[src/rtl/mem_access_ctrl.sv]
// rtl/mem_access_ctrl.sv - MEM-stage controller: stack pointer, data-memory req/ack, MEM/WB register
// Optional stack bounds checking is enabled by defining SP_BOUNDS_CHECK_EN.
module mem_access_ctrl #(
    parameter logic [31:0] SP_INIT  = 32'h0000_FFFC,
    parameter logic [31:0] SP_LIMIT = 32'h0000_F000
) (
    input  logic        clk,
    input  logic        rst,
    input  logic [31:0] alu_out,
    input  logic [31:0] wr_data,
    input  logic [3:0]  reg_dst,
    input  logic [31:0] pc_plus4,
    input  logic        reg_wr,
    input  logic        wb_sel,
    input  logic        mem_addr_sel,
    input  logic        mem_wr,
    input  logic [1:0]  sp_select,
    output logic        dm_req,
    output logic        dm_we,
    output logic [31:0] dm_addr,
    output logic [31:0] dm_wdata,
    input  logic [31:0] dm_rdata,
    input  logic        dm_ack,
    output logic        stall_out,
    output logic [31:0] sp_out,
    output logic [31:0] wb_data,
    output logic [3:0]  wb_reg_dst,
    output logic [31:0] wb_pc_plus4,
    output logic        wb_reg_wr,
    output logic        sp_fault
);

    typedef enum logic {IDLE, ACCESS} state_t;

    state_t      state;
    logic [31:0] sp;
    logic [31:0] addr_sel;
    logic [31:0] sp_next;
    logic        access;
    logic        fault;
    logic        go;
    logic        is_load;
    logic        complete;

    always_comb begin
        access = mem_wr | wb_sel | (mem_addr_sel & (sp_select != 2'b00));
        is_load = wb_sel & ~mem_wr;

        if (!mem_addr_sel)
            addr_sel = alu_out;
        else if (sp_select == 2'b01)
            addr_sel = sp - 32'd4;
        else
            addr_sel = sp;

        case (sp_select)
            2'b01:   sp_next = sp - 32'd4;
            2'b10:   sp_next = sp + 32'd4;
            default: sp_next = sp;
        endcase
    end

`ifdef SP_BOUNDS_CHECK_EN
    // A faulting stack op is resolved in IDLE without ever touching memory.
    assign fault = (state == IDLE) &&
                   (((sp_select == 2'b01) && (sp == SP_LIMIT)) ||
                    ((sp_select == 2'b10) && (sp == SP_INIT)));

    always_ff @(posedge clk) begin
        if (rst)
            sp_fault <= 1'b0;
        else if (fault)
            sp_fault <= 1'b1;
    end
`else
    wire unused_sp_limit = ^SP_LIMIT;
    assign fault    = 1'b0;
    assign sp_fault = 1'b0;
`endif

    assign go        = access & ~fault;
    assign complete  = ((state == IDLE) && !go) || ((state == ACCESS) && dm_ack);
    assign stall_out = !rst && (((state == IDLE) && go) || ((state == ACCESS) && !dm_ack));
    assign sp_out    = sp;

    always_ff @(posedge clk) begin
        if (rst) begin
            state       <= IDLE;
            dm_req      <= 1'b0;
            dm_we       <= 1'b0;
            dm_addr     <= 32'd0;
            dm_wdata    <= 32'd0;
            wb_data     <= 32'd0;
            wb_reg_dst  <= 4'd0;
            wb_pc_plus4 <= 32'd0;
            wb_reg_wr   <= 1'b0;
            sp          <= SP_INIT;
        end else begin
            case (state)
                IDLE: begin
                    if (go) begin
                        dm_req   <= 1'b1;
                        dm_we    <= mem_wr;
                        dm_addr  <= addr_sel;
                        dm_wdata <= wr_data;
                        state    <= ACCESS;
                    end
                end
                ACCESS: begin
                    if (dm_ack) begin
                        dm_req <= 1'b0;
                        state  <= IDLE;
                    end
                end
                default: state <= IDLE;
            endcase

            // EX/MEM inputs are frozen by the stall, so they are still valid here.
            if (complete) begin
                wb_data     <= ((state == ACCESS) && is_load) ? dm_rdata : alu_out;
                wb_reg_dst  <= reg_dst;
                wb_pc_plus4 <= pc_plus4;
                wb_reg_wr   <= reg_wr & ~fault;
                if (!fault)
                    sp <= sp_next;
            end
        end
    end

endmodule

[config.mk]
export PLATFORM = sky130hd
export DESIGN_NAME = mem_access_ctrl
export DESIGN_NICKNAME = d
export VERILOG_FILES = /design/src/rtl/mem_access_ctrl.sv
export SDC_FILE = /design/constraint.sdc
export NUM_CORES = 1
export LEC_CHECK = 0
export ABC_AREA = 0
export BUFFER_PORTS_ARGS = -buffer_cell sky130_fd_sc_hd__buf_2
export CAP_MARGIN = 20
export CORE_MARGIN = 5
export CORE_UTILIZATION = 49
export DETAILED_ROUTE_END_ITERATION = 10
export PLACE_DENSITY = 0.8
export RECOVER_POWER = 50
export REMOVE_ABC_BUFFERS = 1
export SYNTH_ARGS = -nofsm -noshare
export SYNTH_HDL_FRONTEND = slang
export SYNTH_SLANG_ARGS = --single-unit
[constraint.sdc]
create_clock -name clk -period 2.88 [get_ports clk]
set_input_delay 0.144 -clock clk [delete_from_list [all_inputs] [get_ports clk]]
set_output_delay 0.144 -clock clk [all_outputs]
set_load 0.005 [all_outputs]
==> summary.txt <==
Worst setup path
  • Largest stage delay on the critical path: about 480 ps
  • Worst path most repeated cell: or4b_1
  • CP Class: flop to flop
  • CP max FO: 11
  • CP Buf/Inv Count: 1
  • Worst path top cell family by delay: simple AND/OR/NAND/NOR gates
  • Crit-path cells: inv_1, ha_1, or4b_1, nor3_1, or4b_1, o21ai_1, mux2_1
  • WP data arrival: 3080 ps
  • Crit start category: flop
  • Worst setup EP type: flop
  • Critical Path RT: roughly 3200 ps
  • Slowest CP cell: or4b_1

Yosys
  • Yosys reg bits: ~170
  • Synthesized area: slightly above 0.008 mm^2
  • Synth cell types: 64
  • Mean Syn Cell Area: between 7 and 8 um^2
  • Top cell type's share of synthesized area: roughly two fifths
  • Total number of yosys warnings: 0
  • Post-synth top area cell: dfxtp_1
  • Sequential-to-total area share from yosys stat: roughly two fifths
  • Synth async-reset ratio: 0%
  • Post-synth EDFFs: 0
  • Prevailing post-synth register cell: dfxtp_1
  • Synth area leaders: dfxtp_1 41%, nand2_1 8.8%, a21oi_1 6.3%
  • Cells after synthesis: roughly 1000

Power
  • Worst vdd ir: 0.439 mV
  • Pleak: 4.57 nW
  • Pwr per Cell Area: between 500 and 600 mW/mm^2

Route
  • Final WL: roughly 31000 um
  • 1st-pass router iterations: 6
  • DRT iter0 DRCs: 716
  • Via count: just over 9000
  • Routed len/inst: 19.4 um
  • DRC viols: 0
  • Via density per instance: 5.78
  • DRT antenna net count: 0

Global routing
  • Largest net degree at the start of global routing: 74
  • All-Layer GR Usage: between 30% and 40%
  • Global-route congestion overflow total: 0
  • Number of global-route vias before repair: 8758
  • Global-route wire length before repair: 48300 um
  • Initial antenna violation count: 5

Timing
  • Final setup violation count: 0
  • Post-route clock period utilization: 96.2%
  • Fin Setup TNS: 0 ps
  • Worst Clk Skew: between 10 and 15 ps
  • Final worst slack: 109 ps
  • Final min period: 2770 ps
  • Slew Viols, Final: 0
  • Fmax: roughly 360 MHz
  • Final Hold Vio Count: 0
  • Unrepaired setup endpoints after global routing: no
  • Slew headroom: 29.9%
  • Slew @ Worst Pin: around 1100 ps

Die
  • Die X: approximately 140 um
  • Standard-cell rows: 46
  • Die Area: approximately 0.019 mm^2
  • Starting Density: between 50% and 60%
  • Core area: approximately 0.016 mm^2
  • I/O Pins: 310
  • Vert. Die Dim: ~140 um

Placed design
  • HPWL Detailed: about 21000 um
  • Placer's final routability congestion estimate: 0.943
  • Port Buf Inserts: roughly 310
  • Worst slack, placed: 194 ps

Finish
  • Commonest non-fill, non-tap cell in the layout: nand2_1
  • Combined area of the multi-input logic cells: 0.00433 mm^2
  • Share of layout cells above drive strength 1: about 19%
  • Area growth, synth to finish: 35.5%
  • Filler cell count: around 1300
  • Register area: about 0.0033 mm^2
  • Most frequent cells in the layout: 188 x nand2_1, 180 x buf_2, 166 x dfxtp_1
  • # nets final: between 1500 and 2000
  • Layout Utilization: slightly below 70%

Job
  • Max-cap violation count: 0

Clocking
  • Clock Path Buffers: 2
  • Clock sinks: roughly 170
  • CTS H-tree lvls: 4
  • Worst skew pair latency: roughly 430 ps
  • Num CTS Buffers: 17
  • TritonCTS clock tree: done
  • Postcts setup bufs: 0
  • Post-cts resize count: 0
  • Clock root buffer: clkbuf_16
  • CTS clock-pin slew for the worst setup and hold paths: roughly 70 ps

Worst hold path
  • Class of the worst hold path: input pin to flop

Outcome
  • Status: complete, no violations
[worst register-to-register path: cells and delay by family, from the launching register on]
kind | cells | cell delay, ps
muxes | 1 | 340
AOI/OAI and AO/OA | 1 | 120
adders and majority gates | 1 | 240
and+or+nand+nor | 3 | 1440
buffers and inverters | 1 | 100
DFF | 1 | 420
[through the flow]
stage               power [mW]  hold WS, ps  area (um^2)  std cells
floorplan                 3.05          213         7660        928
global placement          3.53          384         9850       1491
detailed placement        3.55          391         9850       1491
CTS                       5.75         41.0        11100       1594
global route              5.96         59.0        10900       1599
finish                    5.73         52.7        10900       1599
[synth_stat cells, types with 5 or more instances]
cell,n
a211oi_1,38
a21oi_1,102
a221oi_1,5
and3_1,15
and4_1,6
buf_1,6
buf_2,6
clkbuf_1,80
dfxtp_1,166
ha_1,5
inv_1,13
mux2_2,10
mux2i_1,37
nand2_1,188
nand3_1,29
nand4_1,13
nor2_1,82
nor2b_1,19
nor3_1,27
nor4_1,18
o21ai_0,31
or3_1,11
or4_1,8
xnor2_1,22
xor2_1,5
[routing by layer]
layer	vias up	GRT usage, %	part of all wire [%]
met5	-	0	0
met3	139	7.10	8.3
met4	0	15.2	5.3
met2	523	52.5	48
li1	4296	-	-
met1	4292	37.1	38
[state kept, by name (all words and copies together) (netlist names)]
register,cells
dm_addr,32
dm_req,1
dm_wdata,32
dm_we,1
sp_out,30
state,1
wb_data,32
wb_pc_plus4,32
wb_reg_dst,4
wb_reg_wr,1
[power breakdown]
group | internal (mW) | switching (mW) | leakage [nW] | total [mW]
clock | 1.13 | 1.02 | 0.271 | 2.14
combinational | 0.430 | 0.606 | 2.94 | 1.04
sequential | 2.45 | 0.102 | 1.36 | 2.55
total | 4.01 | 1.72 | 4.57 | 5.73
[cell type report]
class | instances | area share [%]
tap | 216 | 2.47
multi-input combinational | 749 | 39.7
inverter | 13 | 0.447
clock inverter | 14 | 1.08
clock buffer | 18 | 3.93
antenna | 5 | 0.115
sequential | 166 | 30.4
timing repair buffer | 418 | 21.9
[repair_timing]
| item | CTS | global route |
|---|---|---|
| endpoints found under the setup margin | 0 | 0 |
| hold endpoints to repair | 71 | 0 |
| hold buffers | 71 | 0 |
[worst paths after layout]
| path | from | endpoint | slack [ps] | cells past startpoint |
|---|---|---|---|---|
| min reg2reg | dm_addr[2]$_SDFFE_PP0P_ | dm_addr[2]$_SDFFE_PP0P_ | 450 | 2 |
| max | sp_out[2]$_SDFFE_PP1P_ | sp_out[28]$_SDFFE_PP0P_ | 110 | 7 |
| max reg2reg | sp_out[2]$_SDFFE_PP1P_ | sp_out[28]$_SDFFE_PP0P_ | 110 | 7 |
| min | dm_rdata[8] | wb_data[8]$_SDFFE_PP0P_ | 50 | 3 |
[kinds of logic after synthesis]
logic type               count (synthesis)  synth area share (%)
AO/OA/AOI/OAI                          228                  17.6
XOR/XNOR                                27                  2.93
adder cells (fa/ha/maj)                  5                 0.776
buffers and inverters                  111                  5.60
flip-flops                             166                  41.2
multiplexers                            49                  6.27
other                                    1                0.0465
AND/OR/NAND/NOR                        437                  25.5
No activity file was read; power rests on OpenSTA's default activity.
